`src/rtl/rr_pkt_arbiter_pkg.sv`:
```
// -----------------------------------------------------------------------------
// xsw_arb_pkg
//   Types and helpers shared by the switch arbiters.
//   - arb_state_e : packet arbiter FSM state (IDLE / LOCKED)
//   - oh2idx      : one-hot to binary encoder over a fixed maximum width
//                   (ARB_MAX_N); callers zero-extend narrower vectors and
//                   slice the result down to their own index width.
// -----------------------------------------------------------------------------
package xsw_arb_pkg;

    typedef enum logic {
        ARB_IDLE   = 1'b0,
        ARB_LOCKED = 1'b1
    } arb_state_e;

    // Largest requester count the shared encoder supports.
    localparam int ARB_MAX_N    = 64;
    localparam int ARB_MAX_IDXW = 6;

    // OR-reduction encoder: valid only for one-hot (or zero) input, which
    // keeps it free of any priority chain.
    function automatic logic [ARB_MAX_IDXW-1:0] oh2idx(input logic [ARB_MAX_N-1:0] oh);
        logic [ARB_MAX_IDXW-1:0] idx;
        idx = '0;
        for (int i = 0; i < ARB_MAX_N; i++) begin
            if (oh[i]) begin
                idx = idx | ARB_MAX_IDXW'(i);
            end
        end
        return idx;
    endfunction

endpackage

```
`src/rtl/rr_pkt_arbiter_if.sv`:
```
// -----------------------------------------------------------------------------
// rr_pkt_arbiter_if
//   Request/grant bundle between N packet sources and one output port.
//   Signals:
//     req_vld  [N]    per-requester flit valid           (source -> arbiter)
//     req_last [N]    per-requester last-flit flag       (source -> arbiter)
//     req_rdy  [N]    per-requester accept, one-hot0     (arbiter -> source)
//     out_rdy         downstream ready                   (sink   -> arbiter)
//     gnt_vld         a grant is held                    (arbiter -> all)
//     gnt_oh   [N]    one-hot current winner             (arbiter -> all)
//     gnt_idx  [IDXW] binary index of gnt_oh             (arbiter -> all)
//   Modports:
//     master : the request/downstream side that drives the arbiter
//     slave  : the arbiter itself
// -----------------------------------------------------------------------------
interface rr_pkt_arbiter_if #(
    parameter int N    = 8,
    parameter int IDXW = (N > 1) ? $clog2(N) : 1
) ();

    logic [N-1:0]    req_vld;
    logic [N-1:0]    req_last;
    logic [N-1:0]    req_rdy;
    logic            out_rdy;
    logic            gnt_vld;
    logic [N-1:0]    gnt_oh;
    logic [IDXW-1:0] gnt_idx;

    modport master (
        output req_vld,
        output req_last,
        output out_rdy,
        input  req_rdy,
        input  gnt_vld,
        input  gnt_oh,
        input  gnt_idx
    );

    modport slave (
        input  req_vld,
        input  req_last,
        input  out_rdy,
        output req_rdy,
        output gnt_vld,
        output gnt_oh,
        output gnt_idx
    );

endinterface

```
`src/rtl/rr_pkt_arbiter_pick.sv`:
```
// -----------------------------------------------------------------------------
// rr_pick
//   Combinational round-robin winner pick from a thermometer priority mask.
//   The mask marks requesters that are "after" the previous winner; if none
//   of them is requesting, the pick falls back to the unmasked request set.
//   The lowest set bit of the chosen set wins: prefix-OR fill upward, then
//   keep only the rising edge of the fill.
//   Ports:
//     req_i      [N]    request vector
//     pri_mask_i [N]    thermometer priority mask
//     oh_o       [N]    one-hot winner (zero when no request)
//     idx_o      [IDXW] binary index of oh_o
//     any_o             at least one request present
//   N is limited to xsw_arb_pkg::ARB_MAX_N.
// -----------------------------------------------------------------------------
module rr_pick
    import xsw_arb_pkg::*;
#(
    parameter int N    = 8,
    parameter int IDXW = (N > 1) ? $clog2(N) : 1
) (
    input  logic [N-1:0]    req_i,
    input  logic [N-1:0]    pri_mask_i,
    output logic [N-1:0]    oh_o,
    output logic [IDXW-1:0] idx_o,
    output logic            any_o
);

    logic [N-1:0]            masked;
    logic [N-1:0]            src;
    logic [N-1:0]            fill;
    logic [ARB_MAX_N-1:0]    oh_ext;
    logic [ARB_MAX_IDXW-1:0] idx_full;
    logic                    unused_idx_bits;

    assign masked = req_i & pri_mask_i;
    assign src    = (|masked) ? masked : req_i;

    // fill[i] = |src[i:0]; the chain lives in one block so the tool sees a
    // single combinational function rather than a self-referencing net.
    always_comb begin
        fill = src;
        for (int i = 1; i < N; i++) begin
            fill[i] = fill[i-1] | src[i];
        end
    end

    // Edge extract: oh = fill & ~(fill << 1).
    assign oh_o[0] = fill[0];
    generate
        for (genvar gi = 1; gi < N; gi++) begin : g_edge
            assign oh_o[gi] = fill[gi] & ~fill[gi-1];
        end
    endgenerate

    always_comb begin
        oh_ext        = '0;
        oh_ext[N-1:0] = oh_o;
    end

    assign idx_full        = oh2idx(oh_ext);
    assign idx_o           = idx_full[IDXW-1:0];
    // Upper encoder bits are always zero for N below the maximum.
    assign unused_idx_bits = ^idx_full;

    assign any_o = |req_i;

endmodule

```
`src/rtl/rr_pkt_arbiter.sv`:
```
// -----------------------------------------------------------------------------
// rr_pkt_arbiter
//   Packet-granular round-robin arbiter for one switch output port. A winner
//   is picked from the idle state, the grant is held until that requester's
//   last flit is accepted downstream, and the priority mask then moves to
//   the requesters strictly above the finished winner. One idle cycle
//   separates consecutive packets.
//   Ports:
//     clk     rising-edge clock
//     rst     asynchronous active-high reset; assertion clears the grant
//             immediately, release is expected to be synchronous to clk
//     arb     rr_pkt_arbiter_if.slave request/grant bundle
//   Parameters:
//     N       number of requesters (>= 1)
//     IDXW    grant index width (1 when N == 1)
// -----------------------------------------------------------------------------
module rr_pkt_arbiter
    import xsw_arb_pkg::*;
#(
    parameter int N    = 8,
    parameter int IDXW = (N > 1) ? $clog2(N) : 1
) (
    input  logic              clk,
    input  logic              rst,
    rr_pkt_arbiter_if.slave   arb
);

    arb_state_e      state_q;
    logic [N-1:0]    pri_mask_q;
    logic [N-1:0]    pri_mask_d;
    logic            gnt_vld_q;
    logic [N-1:0]    gnt_oh_q;
    logic [IDXW-1:0] gnt_idx_q;

    logic [N-1:0]    pick_oh;
    logic [IDXW-1:0] pick_idx;
    logic            pick_any;

    logic            xfer;
    logic            last_xfer;

    rr_pick #(
        .N    (N),
        .IDXW (IDXW)
    ) u_pick (
        .req_i      (arb.req_vld),
        .pri_mask_i (pri_mask_q),
        .oh_o       (pick_oh),
        .idx_o      (pick_idx),
        .any_o      (pick_any)
    );

    // A flit moves only from the held winner, and only when it is valid and
    // downstream is ready. req_last counts only together with req_vld.
    assign xfer      = arb.out_rdy & |(arb.req_vld & gnt_oh_q);
    assign last_xfer = xfer & |(arb.req_vld & arb.req_last & gnt_oh_q);

    // Mask for the next round: bits strictly above the current winner.
    // A winner at N-1 leaves an empty mask, which makes the picker fall back
    // to the lowest active request.
    always_comb begin
        pri_mask_d = '0;
        for (int i = 1; i < N; i++) begin
            pri_mask_d[i] = pri_mask_d[i-1] | gnt_oh_q[i-1];
        end
    end

    always_ff @(posedge clk or posedge rst) begin
        if (rst) begin
            state_q    <= ARB_IDLE;
            pri_mask_q <= '1;
            gnt_vld_q  <= 1'b0;
            gnt_oh_q   <= '0;
            gnt_idx_q  <= '0;
        end else begin
            case (state_q)
                ARB_IDLE: begin
                    if (pick_any) begin
                        state_q   <= ARB_LOCKED;
                        gnt_vld_q <= 1'b1;
                        gnt_oh_q  <= pick_oh;
                        gnt_idx_q <= pick_idx;
                    end
                end
                ARB_LOCKED: begin
                    // Stalls (out_rdy low or winner not valid) simply hold.
                    if (last_xfer) begin
                        state_q    <= ARB_IDLE;
                        gnt_vld_q  <= 1'b0;
                        gnt_oh_q   <= '0;
                        gnt_idx_q  <= '0;
                        pri_mask_q <= pri_mask_d;
                    end
                end
                default: begin
                    state_q <= ARB_IDLE;
                end
            endcase
        end
    end

    // gnt_oh_q is zero outside LOCKED, so the state gate is redundant in
    // function but keeps the intent explicit.
    assign arb.req_rdy = (state_q == ARB_LOCKED) ? (gnt_oh_q & {N{arb.out_rdy}}) : '0;
    assign arb.gnt_vld = gnt_vld_q;
    assign arb.gnt_oh  = gnt_oh_q;
    assign arb.gnt_idx = gnt_idx_q;

endmodule

```
`src/flat_wrapper.sv`:
```
// flat-port wrapper written by rule: the top's interface ports become plain ports
module rr_pkt_arbiter_flat import xsw_arb_pkg::*;
#(
    parameter int N    = 8,
    parameter int IDXW = (N > 1) ? $clog2(N) : 1
)
  (clk, rst, arb_req_vld, arb_req_last, arb_out_rdy, arb_req_rdy, arb_gnt_vld, arb_gnt_oh, arb_gnt_idx);
  rr_pkt_arbiter_if #(.N(N), .IDXW(IDXW)) arb_i ();
  input  logic clk;
  input  logic rst;
  input wire logic [$bits(arb_i.req_vld)-1:0] arb_req_vld;
  input wire logic [$bits(arb_i.req_last)-1:0] arb_req_last;
  input wire logic [$bits(arb_i.out_rdy)-1:0] arb_out_rdy;
  output wire logic [$bits(arb_i.req_rdy)-1:0] arb_req_rdy;
  output wire logic [$bits(arb_i.gnt_vld)-1:0] arb_gnt_vld;
  output wire logic [$bits(arb_i.gnt_oh)-1:0] arb_gnt_oh;
  output wire logic [$bits(arb_i.gnt_idx)-1:0] arb_gnt_idx;
  assign arb_i.req_vld = arb_req_vld;
  assign arb_i.req_last = arb_req_last;
  assign arb_i.out_rdy = arb_out_rdy;
  assign arb_req_rdy = arb_i.req_rdy;
  assign arb_gnt_vld = arb_i.gnt_vld;
  assign arb_gnt_oh = arb_i.gnt_oh;
  assign arb_gnt_idx = arb_i.gnt_idx;
  rr_pkt_arbiter #(.N(N), .IDXW(IDXW)) u_core (.clk(clk), .rst(rst), .arb(arb_i));
endmodule
```
`config.mk`:
```
export PLATFORM = sky130hd
export DESIGN_NAME = rr_pkt_arbiter_flat
export DESIGN_NICKNAME = d
export VERILOG_FILES = /design/src/rtl/rr_pkt_arbiter_pkg.sv /design/src/rtl/rr_pkt_arbiter_if.sv /design/src/rtl/rr_pkt_arbiter_pick.sv /design/src/rtl/rr_pkt_arbiter.sv /design/src/flat_wrapper.sv
export SDC_FILE = /design/constraint.sdc
export NUM_CORES = 1
export LEC_CHECK = 0
export ABC_AREA = 1
export CORE_MARGIN = 3
export CORE_UTILIZATION = 30
export DETAILED_ROUTE_END_ITERATION = 10
export SYNTH_ARGS = -nofsm -noshare
export SYNTH_HDL_FRONTEND = slang
export SYNTH_SLANG_ARGS = --single-unit
```
`constraint.sdc`:
```
create_clock -name clk -period 1.8 [get_ports clk]
set_input_delay 0.36 -clock clk [delete_from_list [all_inputs] [get_ports clk]]
set_output_delay 0.36 -clock clk [all_outputs]
set_load 0.05 [all_outputs]
```
==> summary.md <==
| Metric | Value |
|---|---|
| Clk_lat worst skew | `0.27 ns` |
| FMAX | `0.571 GHz` |
| Slew Limit Fails | `0` |
| Cells after Synth | `183` |
| Status | `complete, no violations` |
| Critical path launch point type | `primary input` |
| Crit path time final | `1.75 ns` |
| Drt wl/cell | `14.5 um` |
| Worst hold path type | `primary input to async pin` |
| Placed insts | `297` |
| Setup Skew | `0.0101 ns` |
| P&R area growth vs syn | `62.6%` |
| Residual DRC | `0` |
| Pin count of the biggest net entering global routing | `22` |
| Critical path fanouts, max | `6` |
| GRT Overall Usage | `17.9%` |
| Final critical-path share of the clock period | `97.3%` |
| Synth Cell Area | `0.00135 mm^2` |
| Final Setup Violations | `0` |
| Antenna violations before repair | `0` |
| Filler cell count | `418` |
| Row count | `23` |
| Sum Neg Setup Slack | `0 ns` |
| Cell Pwr Density | `1610 mW/mm^2` |
| Post-synthesis register bit count | `21` |
| Max Cap Viol | `0` |
| Initial Util | `32.4%` |
| Clock Root Buffer | `clkbuf_8` |
| Sequential area share after synthesis | `39.6%` |
| Antenna diode count | `0` |
| EDFF count, synth | `0` |
| Num Clock Sinks | `21` |
| CP max stage delay | `0.48 ns` |
| Mapped Nets | `202` |
| Buf/Inv on CP | `3` |
| Peak VDD IR | `0.663 mV` |
| Vias in the first global route | `1487` |
| Critical path endpoint category | `primary output` |
| Worst endpoint required time | `1.44 ns` |
| DP Worst Slack | `-0.338 ns` |
| Headroom to the max-slew limit | `70.4%` |
| H-tree depth | `1` |
| Port-buffer cells | `38` |
| First-pass iteration count of the detailed router | `5` |
| Via count | `1458` |
| Critical Path AT | `1.39 ns` |
| Routability cong. | `0.876` |
| Die ar. | `0.00535 mm^2` |
| Worst Max-Slew Pin Slew | `0.440 ns` |
| Vias per cell | `4.75` |
| Most common cell in the netlist | `nand2_1` |
| CP dominant cell by count | `buf_12` |
| Share of layout cells above drive strength 1 | `42.8%` |
| First-pass GRT wire length | `7360 um` |
| Die H | `73.2 um` |
| DR iter-0 viols | `91` |
| Util after Layout | `52.7%` |
| Fin nets | `277` |
| Dominant cell type by area after synthesis | `dfrtp_1` |
| Yosys warns | `0` |
| Synth Flop Type | `dfrtp_1` |
| Hold_ws | `0.424 ns` |
| Total gr overflow | `0` |
| Async S/R FF share, synth | `100%` |
| Top post-synthesis cells by area | `dfrtp_1, dfstp_2, nand2_1` |
| Final hold violation count | `0` |
| Dpl hpwl | `3420 um` |
| Clk slew on worst S/H paths | `0.09 ns` |
| Clock Path Buffers | `2` |
| Leak pwr | `1.04 nW` |
| Cell family with most CP delay | `buffers and inverters` |
| Drt total wl | `4460 um` |
| CP max stage cell | `clkdlybuf4s50_1` |
| Post-synth top area share | `24.0%` |
| CP Cell Sequence | `clkdlybuf4s50_1 -> nand2_2 -> buf_12 -> nor2_2 -> buf_12` |
| Synth cell types | `24` |
| Post-Layout Cell Count | `307` |
| Top post-synthesis cells by count | `nand2_1, nor2_1, inv_1` |
| # IOs | `39` |
| Core area | `0.00417 mm^2` |
| Detail Route Antenna Nets | `0` |
| Total CTS buffers | `3` |
| Width of the chip | `73.2 um` |
| Syn Area/Cell | `7.40 um^2` |
| TritonCTS clock tree | `done` |
| Critical path class | `primary input to primary output` |
| Final worst setup slack | `0.0483 ns` |
state kept, by name, indices dropped and copies added (netlist names):
| signal | cells |
|---|---|
| u_core.arb.gnt_idx | 3 |
| u_core.arb.gnt_oh | 8 |
| u_core.arb.gnt_vld | 1 |
| u_core.pri_mask_q | 8 |
| u_core.state_q | 1 |
kinds of logic after synthesis:
group                  after synthesis  synth area share (%)
and+or+nand+nor                    106                  39.0
buffers and inverters               30                  8.96
DFF                                 21                  39.6
AOI/OAI and AO/OA                   26                  12.5
cell type report:
cell class	count	area (um^2)	share of cell area (%)
Timing Repair Buffer	72	692	31.4
Clock inverter	1	7.51	0.341
Multi-Input combinational cell	133	761	34.6
Inverter	27	101	4.60
Sequential cell	21	536	24.3
Clock buffer	3	41.3	1.88
Tap cell	50	62.6	2.84
power by group:
group          internal [W]  switching (W)  leakage (nW)
sequential         0.000715       0.000152         0.253
combinational      0.000926        0.00142         0.766
clock              0.000156       0.000170        0.0217
worst reg2reg max path, cell delays in order (launching register included):
cell	delay, ns
dfstp_2	0.38
nand2_1	0.09
nand2_2	0.08
nor2_4	0.20
nand2_4	0.13
o21ai_4	0.22
inv_2	0.07
nand3_4	0.11
nor2_4	0.05
nand2_2	0.07
nand2_1	0.05
nand2_1	0.06
nand2_1	0.04
metrics by stage:
step / total power, W / instance area (um^2)
2_1_floorplan: 0.00225 / 1370
3_3_place_gp: 0.00304 / 2070
3_5_place_dp: 0.00303 / 2070
4_1_cts: 0.00344 / 2150
5_1_grt: 0.00379 / 2200
6_report: 0.00354 / 2200
repair_timing:
| action | 4_1_cts | 5_1_grt |
|---|---|---|
| setup endpoints to repair | 10 | 7 |
| pin swaps | 7 | 14 |
| gates cloned | 1 | 0 |
| resized for setup | 13 | 9 |
| setup buffers | 3 | 3 |
| hold buffers | 0 | 0 |
final timing paths:
path / startpoint / to / slack, ns / depth (start not counted)
max in group asynchronous: rst / u_core.pri_mask_q[5] / 1.10 / 3
worst min-delay path: rst / u_core.arb.gnt_oh[4] / 0.42 / 3
worst min register to register: u_core.pri_mask_q[0] / u_core.pri_mask_q[0] / 0.46 / 2
min in group clk: u_core.pri_mask_q[0] / u_core.pri_mask_q[0] / 0.46 / 2
worst max-delay path: arb_out_rdy / arb_req_rdy[5] / 0.05 / 5
worst max register to register: u_core.pri_mask_q[7] / u_core.arb.gnt_idx[0] / 0.13 / 12
layer usage:
metal | vias to the layer above | GRT usage, % | part of all wire, %
met3 | 9 | 2.20 | 5.7
met1 | 665 | 24.7 | 46
li1 | 738 | - | -
met5 | - | 0 | 0
met4 | 0 | 5.12 | 2.0
met2 | 46 | 29.3 | 46
cells in the final DEF (no fill, tap or decap), drive strengths merged:
master,instances
nand2,46
o21ai,16
nor2,33
dlygate4sd2,8
clkbuf,3
or2,1
inv,27
nor3,3
dfrtp,13
nand4,3
a31oi,3
o22ai,7
clkdlybuf4s50,10
clkinvlp,1
nand3b,2
nand3,19
buf,54
dfstp,8
No activity file was read; power rests on OpenSTA's default activity.
